===== config.mk =====
export PLATFORM = sky130hd
export DESIGN_NAME = bbqm_queue_ctrl_flat
export DESIGN_NICKNAME = d
export VERILOG_FILES = /design/src/rtl/bbqm_queue_ctrl_if.sv /design/src/rtl/bbqm_queue_ctrl.sv /design/src/flat_wrapper.sv
export SDC_FILE = /design/constraint.sdc
export NUM_CORES = 1
export LEC_CHECK = 0
export BUFFER_PORTS_ARGS = -buffer_cell sky130_fd_sc_hd__buf_2
export CAP_MARGIN = 10
export CORE_ASPECT_RATIO = 1.4
export CORE_MARGIN = 10
export CORE_UTILIZATION = 55
export DETAILED_ROUTE_END_ITERATION = 10
export PLACE_DENSITY = 0.73
export SKIP_LAST_GASP = 1
export SYNTH_ARGS = -nofsm -noshare
export SYNTH_HDL_FRONTEND = slang
export SYNTH_SLANG_ARGS = --single-unit

===== constraint.sdc =====
create_clock -name clk -period 2.75 [get_ports clk]
set_input_delay 0.55 -clock clk [delete_from_list [all_inputs] [get_ports clk]]
set_output_delay 0.55 -clock clk [all_outputs]
set_load 0.05 [all_outputs]

===== src/rtl/bbqm_queue_ctrl_if.sv =====
// ---------------------------------------------------------------------------
// bbqm_queue_ctrl_if
// Bundles the bank-queue manager's button inputs, teller count and status
// outputs so that the top level and the bench connect with a single port.
//   master : drives arrive/depart/tcount, observes count and wait-time digits
//   slave  : the queue controller itself
// Ports (all in the bundle):
//   arrive, depart        customer buttons (asynchronous, active-high)
//   tcount[TELLER_W]      number of open tellers
//   pcount[CNT_W]         people in queue; empty / full flags
//   wtime_tens/ones[4]    BCD wait time; wtime_valid qualifies them
//   reject_arrive/depart  one-clk pulses for ignored presses
// ---------------------------------------------------------------------------
interface bbqm_queue_ctrl_if #(
  parameter int TELLER_W = 2,
  parameter int CNT_W    = 4
);
  logic                arrive;
  logic                depart;
  logic [TELLER_W-1:0] tcount;
  logic [CNT_W-1:0]    pcount;
  logic                empty;
  logic                full;
  logic [3:0]          wtime_ones;
  logic [3:0]          wtime_tens;
  logic                wtime_valid;
  logic                reject_arrive;
  logic                reject_depart;

  modport master (
    output arrive, depart, tcount,
    input  pcount, empty, full, wtime_ones, wtime_tens, wtime_valid,
           reject_arrive, reject_depart
  );

  modport slave (
    input  arrive, depart, tcount,
    output pcount, empty, full, wtime_ones, wtime_tens, wtime_valid,
           reject_arrive, reject_depart
  );
endinterface


===== src/rtl/bbqm_queue_ctrl.sv =====
// ---------------------------------------------------------------------------
// bbqm_queue_ctrl
// Bank-queue manager: samples the arrive/depart buttons on a slow tick,
// keeps a saturating people count and computes the estimated wait time
// W = SERVICE_TIME * ceil(pcount / tcount) with a small multi-cycle FSM
// (divide by repeated subtraction, multiply by repeated addition, binary to
// BCD by repeated subtraction of ten).
// Ports:
//   clk    system clock
//   reset  synchronous, active-low
//   bus    bbqm_queue_ctrl_if.slave (buttons, tcount, count, flags, digits)
// ---------------------------------------------------------------------------
module bbqm_queue_ctrl #(
  parameter int MAX_PEOPLE   = 15,
  parameter int TELLER_W     = 2,
  parameter int SERVICE_TIME = 3,
  parameter int TICK_DIV     = 10_000_000,
  parameter int CNT_W        = 4
) (
  input  logic               clk,
  input  logic               reset,
  bbqm_queue_ctrl_if.slave   bus
);

  localparam int DW = (CNT_W > TELLER_W) ? CNT_W : TELLER_W;
  localparam int AW = 7;                       // wait time never exceeds 99
  localparam int TW = (TICK_DIV > 2) ? $clog2(TICK_DIV) : 1;

  localparam logic [2:0] S_IDLE = 3'd0;
  localparam logic [2:0] S_DIV  = 3'd1;
  localparam logic [2:0] S_MUL  = 3'd2;
  localparam logic [2:0] S_BCD  = 3'd3;
  localparam logic [2:0] S_DONE = 3'd4;

  // ---------------- sample tick ----------------
  logic [TW-1:0] tick_cnt;
  logic          tick;

  assign tick = (tick_cnt == TW'(TICK_DIV - 1));

  always_ff @(posedge clk) begin
    if (!reset)    tick_cnt <= '0;
    else if (tick) tick_cnt <= '0;
    else           tick_cnt <= tick_cnt + TW'(1);
  end

  // ---------------- buttons: bit0 = arrive, bit1 = depart ----------------
  logic [1:0] sync1, sync2, samp, armed, prime, ev;

  // A button only becomes armed once it has been seen released after reset
  // (and after the synchroniser has refilled), so a press held through reset
  // release produces no event until it is released and pressed again.
  always_ff @(posedge clk) begin
    if (!reset) begin
      sync1 <= '0;
      sync2 <= '0;
      samp  <= '0;
      armed <= '0;
      prime <= '0;
      ev    <= '0;
    end else begin
      sync1 <= {bus.depart, bus.arrive};
      sync2 <= sync1;
      prime <= {prime[0], 1'b1};
      ev    <= tick ? (sync2 & ~samp & armed) : 2'b00;
      if (tick) begin
        samp  <= sync2;
        armed <= armed | (~sync2 & {2{prime[1]}});
      end
    end
  end

  // ---------------- people count ----------------
  logic [CNT_W-1:0] pcount, pc_nxt;
  logic             empty, full, rej_a, rej_d, rej_a_nxt, rej_d_nxt;

  always_comb begin
    pc_nxt    = pcount;
    rej_a_nxt = 1'b0;
    rej_d_nxt = 1'b0;
    case (ev)
      2'b01: begin
        if (pcount < CNT_W'(MAX_PEOPLE)) pc_nxt = pcount + CNT_W'(1);
        else                             rej_a_nxt = 1'b1;
      end
      2'b10: begin
        if (pcount != '0) pc_nxt = pcount - CNT_W'(1);
        else              rej_d_nxt = 1'b1;
      end
      2'b11: begin
        // depart first then arrive: only the empty case changes anything
        if (pcount == '0) begin
          pc_nxt    = CNT_W'(1);
          rej_d_nxt = 1'b1;
        end
      end
      default: ;
    endcase
  end

  always_ff @(posedge clk) begin
    if (!reset) begin
      pcount <= '0;
      empty  <= 1'b1;
      full   <= 1'b0;
      rej_a  <= 1'b0;
      rej_d  <= 1'b0;
    end else begin
      pcount <= pc_nxt;
      empty  <= (pc_nxt == '0);
      full   <= (pc_nxt == CNT_W'(MAX_PEOPLE));
      rej_a  <= rej_a_nxt;
      rej_d  <= rej_d_nxt;
    end
  end

  // ---------------- wait-time FSM ----------------
  logic [2:0]          state;
  logic [CNT_W-1:0]    p_sh;
  logic [TELLER_W-1:0] t_sh;
  logic [DW-1:0]       rem, quo, t_ext;
  logic [AW-1:0]       acc;
  logic [3:0]          tacc, ones_q, tens_q;
  logic                valid, trigger;

  assign t_ext   = DW'(t_sh);
  assign trigger = (pcount != p_sh) || (bus.tcount != t_sh);

  always_ff @(posedge clk) begin
    if (!reset) begin
      state  <= S_IDLE;
      p_sh   <= '0;
      t_sh   <= '0;
      rem    <= '0;
      quo    <= '0;
      acc    <= '0;
      tacc   <= '0;
      ones_q <= '0;
      tens_q <= '0;
      valid  <= 1'b1;
    end else if (state == S_IDLE) begin
      if (trigger) begin
        p_sh  <= pcount;
        t_sh  <= bus.tcount;
        valid <= 1'b0;
        rem   <= DW'(pcount);
        quo   <= '0;
        acc   <= '0;
        tacc  <= '0;
        state <= S_DIV;
      end
    end else if (trigger) begin
      // inputs moved under us: drop the stale result, IDLE restarts it
      state <= S_IDLE;
    end else begin
      case (state)
        S_DIV: begin
          if (p_sh == '0 || t_sh == '0) begin
            state <= S_BCD;                    // acc already 0
          end else if (rem <= t_ext) begin
            quo   <= quo + DW'(1);             // leftover rounds up
            state <= S_MUL;
          end else begin
            rem <= rem - t_ext;
            quo <= quo + DW'(1);
          end
        end
        S_MUL: begin
          if (quo == '0) begin
            state <= S_BCD;
          end else begin
            acc <= acc + AW'(SERVICE_TIME);
            quo <= quo - DW'(1);
          end
        end
        S_BCD: begin
          if (acc >= AW'(10)) begin
            acc  <= acc - AW'(10);
            tacc <= tacc + 4'd1;
          end else begin
            state <= S_DONE;
          end
        end
        S_DONE: begin
          ones_q <= acc[3:0];
          tens_q <= tacc;
          valid  <= 1'b1;
          state  <= S_IDLE;
        end
        default: state <= S_IDLE;
      endcase
    end
  end

  assign bus.pcount        = pcount;
  assign bus.empty         = empty;
  assign bus.full          = full;
  assign bus.reject_arrive = rej_a;
  assign bus.reject_depart = rej_d;
  assign bus.wtime_ones    = ones_q;
  assign bus.wtime_tens    = tens_q;
  assign bus.wtime_valid   = valid;

endmodule


===== src/flat_wrapper.sv =====
// flat-port wrapper written by rule: the top's interface ports become plain ports
module bbqm_queue_ctrl_flat 
#(
  parameter int MAX_PEOPLE   = 15,
  parameter int TELLER_W     = 2,
  parameter int SERVICE_TIME = 3,
  parameter int TICK_DIV     = 10_000_000,
  parameter int CNT_W        = 4
)
  (clk, reset, bus_arrive, bus_depart, bus_tcount, bus_pcount, bus_empty, bus_full, bus_wtime_ones, bus_wtime_tens, bus_wtime_valid, bus_reject_arrive, bus_reject_depart);
  bbqm_queue_ctrl_if #(.TELLER_W(TELLER_W), .CNT_W(CNT_W)) bus_i ();
  input  logic clk;
  input  logic reset;
  input wire logic [$bits(bus_i.arrive)-1:0] bus_arrive;
  input wire logic [$bits(bus_i.depart)-1:0] bus_depart;
  input wire logic [$bits(bus_i.tcount)-1:0] bus_tcount;
  output wire logic [$bits(bus_i.pcount)-1:0] bus_pcount;
  output wire logic [$bits(bus_i.empty)-1:0] bus_empty;
  output wire logic [$bits(bus_i.full)-1:0] bus_full;
  output wire logic [$bits(bus_i.wtime_ones)-1:0] bus_wtime_ones;
  output wire logic [$bits(bus_i.wtime_tens)-1:0] bus_wtime_tens;
  output wire logic [$bits(bus_i.wtime_valid)-1:0] bus_wtime_valid;
  output wire logic [$bits(bus_i.reject_arrive)-1:0] bus_reject_arrive;
  output wire logic [$bits(bus_i.reject_depart)-1:0] bus_reject_depart;
  assign bus_i.arrive = bus_arrive;
  assign bus_i.depart = bus_depart;
  assign bus_i.tcount = bus_tcount;
  assign bus_pcount = bus_i.pcount;
  assign bus_empty = bus_i.empty;
  assign bus_full = bus_i.full;
  assign bus_wtime_ones = bus_i.wtime_ones;
  assign bus_wtime_tens = bus_i.wtime_tens;
  assign bus_wtime_valid = bus_i.wtime_valid;
  assign bus_reject_arrive = bus_i.reject_arrive;
  assign bus_reject_depart = bus_i.reject_depart;
  bbqm_queue_ctrl #(.MAX_PEOPLE(MAX_PEOPLE), .TELLER_W(TELLER_W), .SERVICE_TIME(SERVICE_TIME), .TICK_DIV(TICK_DIV), .CNT_W(CNT_W)) u_core (.clk(clk), .reset(reset), .bus(bus_i));
endmodule

# After elaboration in Yosys (flattened, before gate mapping)
# Index checks and enable logic that the tools add are counted.
# totals
inputBits,6
elab_cells,134
reg_bits,81
out_inout_bits,17
# classes
bitwise_logic,9
reduce_logical,26
add_sub_neg,9
eq_ne,21
muxes,43
order_cmp,3
# ops
operator,count
two-way mux 4 bit,18
two-way mux 7 bit,5
"adder 24 x 1 -> 24 bit, second input constant",1
"== test 24 bit, second input constant",1
two-way mux 3 bit,7
logical NOT 4 bit,4
AND reduction 5 bit,3
one-hot mux 7 bit (2 select lines),1
"adder 4 x 1 -> 4 bit, second input constant",3
one-hot mux 4 bit (3 select lines),1
"!= test 3 x 2 -> 1 bit, second input constant",3
one-hot mux 3 bit (3 select lines),1
two-way mux 1 bit,8
one-hot mux 4 bit (2 select lines),1
AND reduction 4 bit,2
nonzero test 2 bit,4
"subtractor 4 x 1 -> 4 bit, second input constant",2
"adder 7 x 2 -> 7 bit, second input constant",1
">= comparator 7 x 4 -> 1 bit, second input constant",1
"subtractor 7 x 4 -> 7 bit, second input constant",1
AND 2 bit,3
"== test 3 x 2 -> 1 bit, second input constant",2
"!= test 2 x 1 -> 1 bit, second input constant",3
"!= test 3 x 1 -> 1 bit, second input constant",2
other kinds (24),33

# Longest topological paths before layout
# Gate-level depths: netlist (run 1).
# depth
ltp_word,6
ltp_mapped,11
depth_no_buf,10

# Least setup slack after synthesis (run 1)
# Ideal clock, no wire load.
# synth_path
kind,register to register
from,register u_core.pcount[1] (netlist: u_core.bus.pcount[1])
to,register u_core.quo[3]
period_less_slack_ns,2.792
setup_slack_ns,-0.042
required_ns,2.679
path_buffers,1
stages_incl_launch_ff,11
arrival_time_ns,2.721
setup_ns,0.071
cell_sequence,dfxtp_1 > buf_2 > xnor2_1 > nand2_1 > nor3_4 > inv_2 > ha_1 > nor2b_1 > o21ai_1 > or3_1 > a21oi_1
# synth_between
elab_chain_cells,4
elab_cells_between_ends,5
cone_classes,3 x eq/ne; 2 x reduce/logical
# synth_lines
item,line_no,source
start: declaration,bbqm_queue_ctrl.sv:74,"logic [CNT_W-1:0] pcount, pc_nxt;"
start signal: assignment,bbqm_queue_ctrl.sv:109,pcount <= pc_nxt;
!= test 4 bit (*),bbqm_queue_ctrl.sv:127,assign trigger = (pcount != p_sh) || (bus.tcount != t_sh);
logical OR 1 bit (*),bbqm_queue_ctrl.sv:127,
!= test 2 x 1 -> 1 bit (no line) / != test 2 bit (equally long branches),-,
AND reduction 5 bit (no line) (*),-,
end signal: assignment,bbqm_queue_ctrl.sv:161,quo <= quo + DW'(1);
end signal: assignment,bbqm_queue_ctrl.sv:165,quo <= quo + DW'(1);
end signal: assignment,bbqm_queue_ctrl.sv:173,quo <= quo - DW'(1);
end: declaration,bbqm_queue_ctrl.sv:121,"logic [DW-1:0] rem, quo, t_ext;"
# Every way passes the cells marked *; elsewhere a longest branch is shown, timed or not.
# A chain may end at the register's enable or synchronous reset.

# Worst setup path after layout (run 1)
# layout_path
from,register u_core.state[0]
to,register u_core.quo[3]
# layout_between
elab_chain_cells,4
elab_cells_between_ends,12
cone_classes,6 x eq/ne; 3 x mux; 3 x reduce/logical
# layout_lines
item,line_no,source
start: declaration,bbqm_queue_ctrl.sv:118,logic [2:0] state;
start signal: assignment,bbqm_queue_ctrl.sv:131,state <= S_IDLE;
start signal: assignment,bbqm_queue_ctrl.sv:150,state <= S_DIV;
start signal: assignment,bbqm_queue_ctrl.sv:154,state <= S_IDLE;
== test 3 x 2 -> 1 bit / == test 3 x 1 -> 1 bit (equally long branches),bbqm_queue_ctrl.sv:156,case (state)
one-hot mux 4 bit (2 select lines),bbqm_queue_ctrl.sv:156,
two-way mux 4 bit,bbqm_queue_ctrl.sv:152,end else if (trigger) begin
two-way mux 4 bit,bbqm_queue_ctrl.sv:141,end else if (state == S_IDLE) begin
# Several ways; a longest one is shown, not always the timed one. The select of a mux whose other input is x is not followed.

==> metrics.txt, run 1 <==
# TYPE chip_impl_metric gauge
chip_impl_info{name="run_status",value="finished, final reports clean"} 1
chip_impl_metric{name="timing.final.crit_period",unit="ps"} 2364
chip_impl_metric{name="worstHoldPathCells",unit=""} 2
chip_impl_metric{name="clock_tree_sinks",unit=""} 81
chip_impl_metric{name="place.port_buffers",unit=""} 22
chip_impl_metric{name="design.final.nets",unit=""} 535
chip_impl_metric{name="dp_cells",unit=""} 593
chip_impl_metric{name="fmax",unit="GHz"} 0.4230
chip_impl_info{name="hold_class",value="primary input to register"} 1
chip_impl_info{name="cp_slowest_cell",value="sky130_fd_sc_hd__dfxtp_1"} 1
chip_impl_metric{name="clock_network_fraction_of_design_power",unit="%"} 30.0
chip_impl_metric{name="detail_route.vias_per_cell",unit=""} 5.544
chip_impl_metric{name="ys_types",unit=""} 58
chip_impl_metric{name="max_cap_viols",unit=""} 0
chip_impl_info{name="largest_cells_by_area_after_synthesis",value="sky130_fd_sc_hd__dfxtp_1 40%, sky130_fd_sc_hd__nor2_1 5.8%, sky130_fd_sc_hd__ha_1 5.6%"} 1
chip_impl_info{name="synth_flop_cell",value="sky130_fd_sc_hd__dfxtp_1"} 1
chip_impl_metric{name="setup_tns",unit="ps"} 0
chip_impl_metric{name="grt-ovfl-total",unit=""} 0
chip_impl_metric{name="finalHoldViolCount",unit=""} 0
chip_impl_metric{name="power_frac_seq",unit="%"} 45.2
chip_impl_metric{name="dr_total_vias",unit=""} 3376
chip_impl_metric{name="total_global_routing_track_utilization",unit="%"} 15.85
chip_impl_metric{name="power.internal",unit="mW"} 1.955
chip_impl_metric{name="postCtsSetupBuffers",unit=""} 0
chip_impl_metric{name="grt_max_degree",unit=""} 26
chip_impl_metric{name="synth-edff-count",unit=""} 0
chip_impl_metric{name="synth_seq_area_share",unit="%"} 40.07
chip_impl_info{name="startpoint_type",value="register"} 1
chip_impl_metric{name="area_growth",unit="%"} 10.42
chip_impl_metric{name="postRouteAntennaNets",unit=""} 0
chip_impl_metric{name="postSynth.asyncResetShare",unit="%"} 0
chip_impl_metric{name="netlist_area",unit="sq um"} 4046
chip_impl_info{name="rsz0062_at_grt",value="no"} 1
chip_impl_info{name="synth_area_leader_cell",value="sky130_fd_sc_hd__dfxtp_1"} 1
chip_impl_info{name="reg2reg_to",value="u_core.quo[3]"} 1
chip_impl_metric{name="setup_viol_count_final",unit=""} 0
chip_impl_metric{name="fin_hold_ws",unit="ps"} 398.4
chip_impl_metric{name="synthesis.yosys.warnings",unit=""} 0
chip_impl_metric{name="syn-num-nets",unit=""} 511
chip_impl_metric{name="cts_hold_repair.buffers",unit=""} 0
chip_impl_metric{name="final_max_slew_viol_count",unit=""} 0
chip_impl_metric{name="vdd.ir_drop.worst",unit="V"} 0.0003688
chip_impl_metric{name="critical_path.max_stage_delay",unit="ps"} 570
chip_impl_metric{name="die_height",unit="microns"} 121.5
chip_impl_metric{name="fp-row-count",unit=""} 36
chip_impl_metric{name="critPathArrivalTime",unit="ps"} 2660
chip_impl_metric{name="critPathRequiredTime",unit="ps"} 3050
chip_impl_metric{name="initialDrtViolationCount",unit=""} 165
chip_impl_metric{name="clkLatencyLatePin",unit="ps"} 360
chip_impl_metric{name="sw_frac_of_total",unit="%"} 31.88
chip_impl_metric{name="dieWidth",unit="microns"} 92.49
chip_impl_metric{name="switchingPower",unit="mW"} 0.9151
chip_impl_info{name="rr_startpoint",value="u_core.state[0]"} 1
chip_impl_metric{name="routed_wire_length_per_instance",unit="microns"} 13.67
chip_impl_metric{name="synth.ff_latch_count",unit=""} 81
chip_impl_metric{name="initial_antenna_violation_count",unit=""} 0
chip_impl_info{name="clk_root_buffer_cell",value="sky130_fd_sc_hd__clkbuf_8"} 1
chip_impl_metric{name="timing.max_slew.rel_slack",unit="%"} 57.57
chip_impl_metric{name="pwr-share-comb",unit="%"} 24.8
chip_impl_metric{name="post-route-cell-area",unit="sq um"} 4468
chip_impl_metric{name="r2r.worst_path.cells",unit=""} 8
chip_impl_metric{name="cts-root-to-sink-buffers",unit=""} 2
chip_impl_info{name="crit_path_end_kind",value="register"} 1
chip_impl_metric{name="via_count_of_the_first_global_routing_pass",unit=""} 3379
chip_impl_metric{name="postPlaceCellArea",unit="sq um"} 4272
chip_impl_metric{name="insertedDiodeCount",unit=""} 0
chip_impl_metric{name="post-route-drc-count",unit=""} 0
chip_impl_info{name="synth_common_cells",value="81 x sky130_fd_sc_hd__dfxtp_1, 62 x sky130_fd_sc_hd__nor2_1, 60 x sky130_fd_sc_hd__nand2_1"} 1
chip_impl_metric{name="finish.cell_count_without_fillers",unit=""} 609
chip_impl_metric{name="initial_drt_pass_iterations",unit=""} 4
chip_impl_info{name="post-synth-top-count-cell",value="sky130_fd_sc_hd__dfxtp_1"} 1
chip_impl_metric{name="cts.reportedPaths.clkPinSlew",unit="ps"} 80
chip_impl_metric{name="drt-total-wl",unit="microns"} 8327
chip_impl_metric{name="post_synth_inst_count",unit=""} 485
chip_impl_metric{name="drive_above_1_share",unit="%"} 12.06
chip_impl_metric{name="p_leak",unit="nW"} 1.763
chip_impl_metric{name="layout_worst_path_cycle_share",unit="%"} 85.97
chip_impl_metric{name="power_density_over_cell_area",unit="nW/um^2"} 642.4
chip_impl_metric{name="critical_path_peak_fanout",unit=""} 13
chip_impl_metric{name="start_util",unit="%"} 57.22
chip_impl_metric{name="synth.avg_cell_area",unit="sq um"} 8.343
chip_impl_info{name="tritoncts",value="built"} 1
chip_impl_metric{name="cts_made_buffers",unit=""} 9
chip_impl_metric{name="pin_slew_with_the_least_headroom_to_its_limit",unit="ps"} 635.7
chip_impl_info{name="critical_path.cell_chain",value="nor2_1 > and2_1 > ha_1 > a21o_1 > a21oi_1 > a21oi_1 > or3_1 > a21oi_1"} 1
chip_impl_info{name="critical_path.most_common_cell",value="sky130_fd_sc_hd__a21oi_1"} 1
chip_impl_info{name="setup.worst_path.class",value="register to register"} 1
chip_impl_metric{name="r2r_setup_slack",unit="ps"} 390
chip_impl_metric{name="cts-resized-gates",unit=""} 0
chip_impl_info{name="hold_path_end",value="u_core.sync1[0]"} 1
chip_impl_metric{name="core-area",unit="sq um"} 7072
chip_impl_metric{name="finClkSkew",unit="ps"} 11.02
chip_impl_metric{name="synth_top_area_share",unit="%"} 40.07
chip_impl_metric{name="cts-htree-levels",unit=""} 3
chip_impl_metric{name="grt_pass1_wl",unit="microns"} 14850
chip_impl_metric{name="place.gp.congestion",unit=""} 0.8370
chip_impl_metric{name="dp_hpwl",unit="microns"} 5998
chip_impl_metric{name="floorplan.die_area",unit="sq um"} 11240
chip_impl_info{name="min-delay-start",value="bus_arrive"} 1
chip_impl_metric{name="boundaryPins",unit=""} 23
## routing by layer
metal	vias to the layer above	wire (microns)	GRT usage [%]
met4	0	146	7.060
met2	42	4260	27.74
met3	16	267	3.901
met1	1603	3653	17.66
met5	-	0	0
li1	1715	-	-
## state kept, by name, indices dropped and copies added (netlist names), 2 cells and up
name,flops
u_core.tick_cnt,24
u_core.acc,7
u_core.bus.pcount,4
u_core.bus.wtime_ones,4
u_core.bus.wtime_tens,4
u_core.p_sh,4
u_core.quo,4
u_core.rem,4
u_core.tacc,4
u_core.state,3
u_core.armed,2
u_core.ev,2
u_core.prime,2
u_core.samp,2
u_core.sync1,2
u_core.sync2,2
u_core.t_sh,2
## through the flow
step | utilization (%) | power, mW | setup slack (ps)
3_3_place_gp | 60.40 | 2.014 | 331.8
5_1_grt | 63.18 | 3.055 | 211.9
4_1_cts | 63.18 | 2.894 | 385.4
6_report | 63.18 | 2.870 | 385.9
3_5_place_dp | 60.40 | 2.033 | 239.6
2_1_floorplan | - | 1.834 | 115.0
## how the worst max path moves through the flow
| stage | to | start | cells past startpoint | slack [ps] |
|---|---|---|---|---|
| 6_report | u_core.quo[3] | u_core.state[0] | 8 | 390 |
| 5_1_grt | u_core.quo[3] | u_core.state[0] | 8 | 210 |
| 4_1_cts | u_core.acc[5] | u_core.state[0] | 8 | 390 |
| 3_5_place_dp | u_core.acc[5] | bus_tcount[1] | 10 | 240 |
| 3_3_place_gp | u_core.acc[5] | bus_tcount[1] | 10 | 330 |
| 2_1_floorplan | u_core.quo[3] | u_core.bus.pcount[2] | 9 | 110 |
## cells by family after synthesis
logic type      share of synthesized area (%)
compound gates                          12.96
xor+xnor                                7.359
fa+ha+maj                               6.555
buf+inv                                 3.989
flops                                   40.07
mux                                     2.721
simple gates                            26.35
## cell usage in the layout, fill, tap and decap left out, drive strengths merged, types with 3 or more instances in the layout
| master | count |
|---|---|
| nor3 | 13 |
| o221ai | 3 |
| xor2 | 21 |
| xnor2 | 13 |
| a21oi | 37 |
| a21boi | 3 |
| inv | 15 |
| nor2b | 5 |
| and3 | 11 |
| clkbuf | 11 |
| ha | 18 |
| nand3 | 12 |
| nand3b | 4 |
| and4 | 5 |
| nand2b | 3 |
| o31ai | 4 |
| mux2i | 11 |
| buf | 35 |
| nor4b | 3 |
| nand4 | 6 |
| nor4 | 4 |
| or3 | 7 |
| dfxtp | 81 |
| and2 | 12 |
| nand2 | 61 |
| o21ai | 18 |
| o211ai | 6 |
| nor2 | 63 |
## area by class of cell
class	count	area, sq um
clock buffers	11	141.4
clock inverters	5	55.05
fillers	636	2604
inverters	15	56.30
multi-input cells	367	2263
flip-flops and latches	81	1625
well taps	95	118.9
repair buffers	35	207.7
## power by group through the flow
stage | Clock [mW] | Sequential [mW] | Combinational [mW]
final | 0.862 | 1.30 | 0.712
after global placement | 0 | 1.32 | 0.693
after floorplan | 0 | 1.32 | 0.517
after detailed placement | 0 | 1.32 | 0.710
after global routing | 0.938 | 1.31 | 0.810
after CTS | 0.884 | 1.30 | 0.715
## worst max-delay path, delay by kind of cell, from the launching register on
| kind | cells | cell delay [ps] |
|---|---|---|
| flops | 1 | 570 |
| fa+ha+maj | 1 | 290 |
| simple gates | 3 | 720 |
| compound gates | 4 | 730 |
(Power assumes the default switching activity.)
==> run 2, diff against run 1 <==
--- a/config.mk
+++ b/config.mk
@@ -5,13 +5,14 @@
 export SDC_FILE = /design/constraint.sdc
 export NUM_CORES = 1
 export LEC_CHECK = 0
+export ABC_AREA = 1
 export BUFFER_PORTS_ARGS = -buffer_cell sky130_fd_sc_hd__buf_2
 export CAP_MARGIN = 10
 export CORE_ASPECT_RATIO = 1.4
 export CORE_MARGIN = 10
 export CORE_UTILIZATION = 55
 export DETAILED_ROUTE_END_ITERATION = 10
-export PLACE_DENSITY = 0.73
+export PLACE_DENSITY = 0.81
 export SKIP_LAST_GASP = 1
 export SYNTH_ARGS = -nofsm -noshare
 export SYNTH_HDL_FRONTEND = slang
==> metrics.txt, run 2 <==
# TYPE chip_impl_metric gauge
chip_impl_metric{name="cts-root-to-sink-buffers",unit=""} 2
chip_impl_metric{name="initial_antenna_violation_count",unit=""} 0
chip_impl_metric{name="critPathRequiredTime",unit="ps"} 2950
chip_impl_metric{name="dieWidth",unit="microns"} 97.16
chip_impl_metric{name="ys_types",unit=""} 38
chip_impl_info{name="rsz0062_at_grt",value="no"} 1
chip_impl_metric{name="boundaryPins",unit=""} 23
chip_impl_metric{name="vdd.ir_drop.worst",unit="V"} 0.0006596
chip_impl_metric{name="netlist_area",unit="sq um"} 4584
chip_impl_info{name="startpoint_type",value="register"} 1
chip_impl_metric{name="area_growth",unit="%"} 10.62
chip_impl_info{name="run_status",value="finished, final reports clean"} 1
chip_impl_metric{name="post_synth_inst_count",unit=""} 663
chip_impl_metric{name="power_density_over_cell_area",unit="nW/um^2"} 891.5
chip_impl_info{name="synth_flop_cell",value="sky130_fd_sc_hd__dfxtp_1"} 1
chip_impl_metric{name="post-route-drc-count",unit=""} 0
chip_impl_info{name="hold_class",value="primary input to register"} 1
chip_impl_metric{name="clkLatencyLatePin",unit="ps"} 340
chip_impl_metric{name="fp-row-count",unit=""} 39
chip_impl_metric{name="layout_worst_path_cycle_share",unit="%"} 82.37
chip_impl_metric{name="initialDrtViolationCount",unit=""} 264
chip_impl_info{name="reg.largest.list",value="u_core.tick_cnt (24), u_core.acc (7)"} 1
chip_impl_metric{name="cts-htree-levels",unit=""} 3
chip_impl_info{name="cp-startpoint",value="u_core.bus.pcount[2]"} 1
chip_impl_info{name="rr_startpoint",value="u_core.bus.pcount[2]"} 1
chip_impl_metric{name="final_max_slew_viol_count",unit=""} 0
chip_impl_info{name="reg2reg_to",value="u_core.bus.wtime_tens[2]"} 1
chip_impl_metric{name="sw_frac_of_total",unit="%"} 40.48
chip_impl_metric{name="pwr-share-comb",unit="%"} 41.6
chip_impl_metric{name="setup_tns",unit="ps"} 0
chip_impl_metric{name="insertedDiodeCount",unit=""} 0
chip_impl_metric{name="grt_max_degree",unit=""} 25
chip_impl_info{name="most-common-layout-cells",value="144 x sky130_fd_sc_hd__nand2_1, 89 x sky130_fd_sc_hd__inv_1, 81 x sky130_fd_sc_hd__dfxtp_1"} 1
chip_impl_info{name="timing.critical_path.to",value="u_core.bus.wtime_tens[2]"} 1
chip_impl_metric{name="cts_made_buffers",unit=""} 9
chip_impl_metric{name="cts.reportedPaths.clkPinSlew",unit="ps"} 60
chip_impl_metric{name="pin_slew_with_the_least_headroom_to_its_limit",unit="ps"} 496.8
chip_impl_info{name="tritoncts",value="built"} 1
chip_impl_metric{name="critPathArrivalTime",unit="ps"} 2470
chip_impl_metric{name="timing.max_slew.rel_slack",unit="%"} 66.63
chip_impl_metric{name="cts_hold_repair.buffers",unit=""} 0
chip_impl_metric{name="r2r.worst_path.cells",unit=""} 10
chip_impl_metric{name="synthesis.yosys.warnings",unit=""} 0
chip_impl_metric{name="cts-resized-gates",unit=""} 0
chip_impl_info{name="synth_area_leader_cell",value="sky130_fd_sc_hd__dfxtp_1"} 1
chip_impl_metric{name="floorplan.die_area",unit="sq um"} 12440
chip_impl_metric{name="synth.ff_latch_count",unit=""} 81
chip_impl_metric{name="place.gp.congestion",unit=""} 0.8996
chip_impl_info{name="largest_cells_by_area_after_synthesis",value="sky130_fd_sc_hd__dfxtp_1 35%, sky130_fd_sc_hd__nand2_1 12%, sky130_fd_sc_hd__inv_1 7.3%"} 1
chip_impl_metric{name="synth_top_area_share",unit="%"} 35.37
chip_impl_metric{name="postSynth.asyncResetShare",unit="%"} 0
chip_impl_metric{name="syn-num-nets",unit=""} 689
chip_impl_metric{name="design.final.nets",unit=""} 711
chip_impl_metric{name="worstHoldPathCells",unit=""} 3
chip_impl_metric{name="finalPower",unit="mW"} 4.521
chip_impl_metric{name="routed_wire_length_per_instance",unit="microns"} 12.33
chip_impl_metric{name="dp_hpwl",unit="microns"} 7102
chip_impl_info{name="synth_common_cells",value="144 x sky130_fd_sc_hd__nand2_1, 89 x sky130_fd_sc_hd__inv_1, 81 x sky130_fd_sc_hd__dfxtp_1"} 1
chip_impl_metric{name="core-area",unit="sq um"} 8149
chip_impl_info{name="post-synth-top-count-cell",value="sky130_fd_sc_hd__nand2_1"} 1
chip_impl_metric{name="synth.avg_cell_area",unit="sq um"} 6.915
chip_impl_info{name="crit_path_end_kind",value="register"} 1
chip_impl_metric{name="detail_route.vias_per_cell",unit=""} 5.274
chip_impl_metric{name="synth-edff-count",unit=""} 0
chip_impl_metric{name="fmax",unit="GHz"} 0.4415
chip_impl_metric{name="power_frac_seq",unit="%"} 32.1
chip_impl_metric{name="drive_above_1_share",unit="%"} 13.06
chip_impl_metric{name="clock_tree_sinks",unit=""} 81
chip_impl_metric{name="drt-total-wl",unit="microns"} 9750
chip_impl_metric{name="place.port_buffers",unit=""} 22
chip_impl_metric{name="die_height",unit="microns"} 128.0
chip_impl_metric{name="critical_path_peak_fanout",unit=""} 16
chip_impl_metric{name="power.internal",unit="mW"} 2.691
chip_impl_metric{name="p_leak",unit="nW"} 2.194
chip_impl_metric{name="initial_drt_pass_iterations",unit=""} 5
chip_impl_metric{name="switchingPower",unit="mW"} 1.830
chip_impl_metric{name="postRouteAntennaNets",unit=""} 0
chip_impl_metric{name="r2r_setup_slack",unit="ps"} 480
chip_impl_info{name="max_flop_register",value="u_core.tick_cnt"} 1
chip_impl_metric{name="grt_pass1_wl",unit="microns"} 17260
chip_impl_info{name="clk_root_buffer_cell",value="sky130_fd_sc_hd__clkbuf_16"} 1
chip_impl_metric{name="grt-ovfl-total",unit=""} 0
chip_impl_metric{name="total_global_routing_track_utilization",unit="%"} 16.16
chip_impl_info{name="setup.worst_path.class",value="register to register"} 1
chip_impl_metric{name="start_util",unit="%"} 56.26
chip_impl_metric{name="max_ffs_per_register",unit=""} 24
chip_impl_metric{name="timing.final.crit_period",unit="ps"} 2265
chip_impl_metric{name="clock_network_fraction_of_design_power",unit="%"} 26.3
chip_impl_metric{name="synth_seq_area_share",unit="%"} 35.37
chip_impl_metric{name="postCtsSetupBuffers",unit=""} 0
chip_impl_metric{name="max_cap_viols",unit=""} 0
chip_impl_metric{name="via_count_of_the_first_global_routing_pass",unit=""} 4132
chip_impl_info{name="commonest_non_fill_non_tap_cell_in_the_layout",value="sky130_fd_sc_hd__nand2_1"} 1
chip_impl_metric{name="finClkSkew",unit="ps"} 4.472
chip_impl_metric{name="finalHoldViolCount",unit=""} 0
chip_impl_metric{name="dr_total_vias",unit=""} 4172
chip_impl_metric{name="final_util",unit="%"} 62.23
chip_impl_metric{name="setup_viol_count_final",unit=""} 0
-- run 2: critical path, cell delays in order, from the launching register on --
cell and delay, ps:
sky130_fd_sc_hd__dfxtp_1 550, sky130_fd_sc_hd__inv_2 140, sky130_fd_sc_hd__nand2_1 80, sky130_fd_sc_hd__nand2_1 60, sky130_fd_sc_hd__nor2_2 120, sky130_fd_sc_hd__nand3_2 170
sky130_fd_sc_hd__inv_2 140, sky130_fd_sc_hd__ha_1 150, sky130_fd_sc_hd__nand3_1 370, sky130_fd_sc_hd__o21ai_0 300, sky130_fd_sc_hd__a21oi_1 60
-- run 2: worst min-delay path by stage --
stage | from | endpoint | slack (ps)
finish | bus_arrive | u_core.sync1[0] | 400
global route | bus_arrive | u_core.sync1[0] | 400
CTS | bus_arrive | u_core.sync1[0] | 390
detailed placement | u_core.sync1[0] | u_core.sync2[0] | 410
global placement | u_core.sync1[1] | u_core.sync2[1] | 400
floorplan | u_core.prime[0] | u_core.prime[1] | 390
-- run 2: layer usage --
metal  up-vias  part of all wire [%]  global-route usage [%]
li1       2172                     -                       -
met3        25                   4.2                   3.614
met5         -                     0                       0
met4         0                   2.7                   9.051
met1      1873                    42                   16.63
met2       102                    51                   29.53
-- run 2: final cells by class --
| type | instances | area [sq um] |
|---|---|---|
| fill | 704 | 3078 |
| sequential | 81 | 1622 |
| timing repair buffer | 25 | 132.6 |
| inverter | 102 | 387.9 |
| tap | 102 | 127.6 |
| clock inverter | 3 | 40.04 |
| clock buffer | 12 | 256.5 |
| multi-input combinational | 466 | 2505 |
-- run 2: through the flow --
step                      area, sq um  hold WS, ps  instances  worst slack (ps)
after CTS                        5071        391.7        791             512.0
after global placement           4775        396.4        776             535.3
after detailed placement         4775        406.8        776             481.6
after floorplan                  4584        390.5        663             491.8
final                            5071        398.1        791             484.9
after global routing             5071        400.0        791             211.4
-- run 2: power groups by stage --
stage	combinational, mW	sequential, mW	clock (mW)
final	1.88	1.45	1.19
after global routing	2.14	1.46	1.26
after CTS	1.88	1.45	1.21
after detailed placement	1.85	1.47	0
after global placement	1.80	1.46	0
after floorplan	1.52	1.46	0
-- run 2: logic make-up (layout without fill, tap and decap cells) --
kind of cell / after synthesis / count (layout) / share of synthesized area, %
fa+ha+maj: 20 / 20 / 5.786
simple gates: 343 / 343 / 36.03
xor+xnor: 15 / 15 / 2.866
compound gates: 88 / 88 / 9.962
buf+inv: 116 / 142 / 9.989
flops: 81 / 81 / 35.37
==> run 3, diff against run 2 <==
--- a/config.mk
+++ b/config.mk
@@ -12,7 +12,7 @@
 export CORE_MARGIN = 10
 export CORE_UTILIZATION = 55
 export DETAILED_ROUTE_END_ITERATION = 10
-export PLACE_DENSITY = 0.81
+export PLACE_DENSITY = 0.84
 export SKIP_LAST_GASP = 1
 export SYNTH_ARGS = -nofsm -noshare
 export SYNTH_HDL_FRONTEND = slang
==> constraint.sdc (replaced) <==
create_clock -name clk -period 2 [get_ports clk]
set_input_delay 0.4 -clock clk [delete_from_list [all_inputs] [get_ports clk]]
set_output_delay 0.4 -clock clk [all_outputs]
set_load 0.05 [all_outputs]
==> metrics.txt, run 3 (synthesis gave the netlist of run 2 again) <==
# TYPE chip_impl_metric gauge
chip_impl_metric{name="core-area",unit="sq um"} 8149
chip_impl_metric{name="boundaryPins",unit=""} 23
chip_impl_metric{name="critical_path_peak_fanout",unit=""} 7
chip_impl_metric{name="die_height",unit="microns"} 128.0
chip_impl_info{name="clk_root_buffer_cell",value="sky130_fd_sc_hd__clkbuf_16"} 1
chip_impl_info{name="reg.largest.list",value="u_core.tick_cnt (24), u_core.acc (7)"} 1
chip_impl_metric{name="floorplan.die_area",unit="sq um"} 12440
chip_impl_metric{name="clock_tree_sinks",unit=""} 81
chip_impl_metric{name="finalHoldViolCount",unit=""} 0
chip_impl_metric{name="detail_route.vias_per_cell",unit=""} 5.402
chip_impl_metric{name="fmax",unit="GHz"} 0.5308
chip_impl_metric{name="critPathRequiredTime",unit="ps"} 2270
chip_impl_metric{name="max_ffs_per_register",unit=""} 24
chip_impl_metric{name="cts_made_buffers",unit=""} 9
chip_impl_metric{name="fp-row-count",unit=""} 39
chip_impl_info{name="hold_class",value="primary input to register"} 1
chip_impl_metric{name="setup_viol_count_final",unit=""} 0
chip_impl_metric{name="dieWidth",unit="microns"} 97.16
chip_impl_info{name="commonest_non_fill_non_tap_cell_in_the_layout",value="sky130_fd_sc_hd__nand2_1"} 1
chip_impl_metric{name="final_util",unit="%"} 63.89
chip_impl_metric{name="finClkSkew",unit="ps"} 6.685
chip_impl_metric{name="initial_drt_pass_iterations",unit=""} 5
chip_impl_metric{name="r2r.worst_path.cells",unit=""} 11
chip_impl_info{name="min-delay-start",value="bus_arrive"} 1
chip_impl_metric{name="initial_antenna_violation_count",unit=""} 0
chip_impl_metric{name="power_density_over_cell_area",unit="nW/um^2"} 1239
chip_impl_metric{name="design.final.nets",unit=""} 724
chip_impl_metric{name="area_growth",unit="%"} 13.56
chip_impl_info{name="startpoint_type",value="register"} 1
chip_impl_metric{name="drive_above_1_share",unit="%"} 15.83
chip_impl_metric{name="routed_wire_length_per_instance",unit="microns"} 13.01
chip_impl_info{name="run_status",value="finished, final reports clean"} 1
chip_impl_metric{name="cts-resized-gates",unit=""} 0
chip_impl_metric{name="vdd.ir_drop.worst",unit="V"} 0.001059
chip_impl_metric{name="p_leak",unit="nW"} 2.264
chip_impl_metric{name="final_max_slew_viol_count",unit=""} 0
chip_impl_metric{name="max_cap_viols",unit=""} 0
chip_impl_info{name="setup.worst_path.class",value="register to register"} 1
chip_impl_metric{name="insertedDiodeCount",unit=""} 0
chip_impl_metric{name="dp_hpwl",unit="microns"} 7758
chip_impl_info{name="crit_path_end_kind",value="register"} 1
chip_impl_metric{name="total_global_routing_track_utilization",unit="%"} 16.85
chip_impl_info{name="most-common-layout-cells",value="144 x sky130_fd_sc_hd__nand2_1, 88 x sky130_fd_sc_hd__inv_1, 77 x sky130_fd_sc_hd__dfxtp_1"} 1
chip_impl_metric{name="pin_slew_with_the_least_headroom_to_its_limit",unit="ps"} 507.6
chip_impl_metric{name="critPathArrivalTime",unit="ps"} 2160
chip_impl_metric{name="initialDrtViolationCount",unit=""} 222
chip_impl_metric{name="clkLatencyLatePin",unit="ps"} 340
chip_impl_metric{name="cts-htree-levels",unit=""} 3
chip_impl_info{name="reg2reg_to",value="u_core.bus.full"} 1
chip_impl_metric{name="grt-ovfl-total",unit=""} 0
chip_impl_info{name="max_flop_register",value="u_core.tick_cnt"} 1
chip_impl_info{name="tritoncts",value="built"} 1
chip_impl_metric{name="dp_worst_setup_slack",unit="ps"} 33.28
chip_impl_metric{name="postRouteAntennaNets",unit=""} 0
chip_impl_metric{name="cts.reportedPaths.clkPinSlew",unit="ps"} 50
chip_impl_metric{name="timing.max_slew.rel_slack",unit="%"} 65.90
chip_impl_metric{name="cts-root-to-sink-buffers",unit=""} 2
chip_impl_metric{name="place.gp.congestion",unit=""} 0.8849
chip_impl_metric{name="worstHoldPathCells",unit=""} 3
chip_impl_metric{name="timing.final.crit_period",unit="ps"} 1884
chip_impl_metric{name="post-route-drc-count",unit=""} 0
chip_impl_metric{name="postCtsSetupBuffers",unit=""} 0
chip_impl_metric{name="finalPower",unit="mW"} 6.449
chip_impl_metric{name="dr_total_vias",unit=""} 4338
chip_impl_metric{name="start_util",unit="%"} 56.26
chip_impl_metric{name="grt_pass1_wl",unit="microns"} 18000
chip_impl_metric{name="place.port_buffers",unit=""} 22
chip_impl_info{name="rr_startpoint",value="u_core.bus.pcount[0]"} 1
chip_impl_metric{name="dp_cells",unit=""} 789
chip_impl_metric{name="via_count_of_the_first_global_routing_pass",unit=""} 4225
chip_impl_metric{name="fillers",unit=""} 678
chip_impl_metric{name="finish.cell_count_without_fillers",unit=""} 803
chip_impl_info{name="hold_path_end",value="u_core.sync1[0]"} 1
chip_impl_info{name="rsz0062_at_grt",value="yes"} 1
chip_impl_metric{name="layout_setup_ws",unit="ps"} 116.0
chip_impl_metric{name="layout_worst_path_cycle_share",unit="%"} 94.20
chip_impl_metric{name="drt-total-wl",unit="microns"} 10450
chip_impl_metric{name="grt_max_degree",unit=""} 25
chip_impl_metric{name="r2r_setup_slack",unit="ps"} 120
chip_impl_metric{name="cts_hold_repair.buffers",unit=""} 0
## run 3: area by class of cell
class / count / area (sq um) / area share (%)
multi-input cells: 466 / 2535 / 48.69
flip-flops and latches: 81 / 1629 / 31.29
inverters: 102 / 387.9 / 7.450
repair buffers: 38 / 242.7 / 4.662
clock buffers: 10 / 239.0 / 4.590
well taps: 102 / 127.6 / 2.451
clock inverters: 4 / 45.04 / 0.8652
## run 3: worst max path at each step
stage                            endpoint            startpoint  slack, ps
after detailed placement   u_core.tacc[0]         bus_tcount[1]         30
final                     u_core.bus.full  u_core.bus.pcount[0]        120
after floorplan            u_core.tacc[0]  u_core.bus.pcount[2]         20
after global routing       u_core.tacc[1]        u_core.t_sh[0]        -50
after CTS                  u_core.tacc[2]  u_core.bus.pcount[1]         50
after global placement     u_core.tacc[0]         bus_tcount[0]         90
## run 3: worst max-delay path: stages, from the launching register on
cell and delay [ps]:
sky130_fd_sc_hd__dfxtp_2 410, sky130_fd_sc_hd__inv_2 60, sky130_fd_sc_hd__buf_4 150, sky130_fd_sc_hd__ha_1 230
sky130_fd_sc_hd__nand3_2 120, sky130_fd_sc_hd__ha_1 240, sky130_fd_sc_hd__o22ai_1 120, sky130_fd_sc_hd__nand3b_1 150
sky130_fd_sc_hd__inv_1 60, sky130_fd_sc_hd__nor2_1 110, sky130_fd_sc_hd__nand3_1 90, sky130_fd_sc_hd__nor2_1 100
## run 3: metrics by stage
| stage | hold WS (ps) | cell area (sq um) | TNS, ps |
|---|---|---|---|
| finish | 247.3 | 5206 | 0 |
| floorplan | 390.5 | 4594 | 0 |
| global route | 261.7 | 5206 | -89.45 |
| CTS | 244.5 | 5179 | 0 |
| global placement | 399.7 | 4895 | 0 |
| detailed placement | 399.9 | 4895 | 0 |
## run 3: where the power goes
| group | switching, mW | leakage, nW | internal (mW) |
|---|---|---|---|
| clock | 0.631 | 0.144 | 0.979 |
| combinational | 1.85 | 1.46 | 1.03 |
| sequential | 0.176 | 0.661 | 1.79 |
| total | 2.66 | 2.26 | 3.79 |
## run 3: per-layer routing
layer	global-route usage [%]	part of all wire, %	routed length [microns]
met2	31.27	54	5617
met4	10.18	3.2	332
met1	17.13	39	4061
met3	3.020	4.2	434
met5	0	0	0
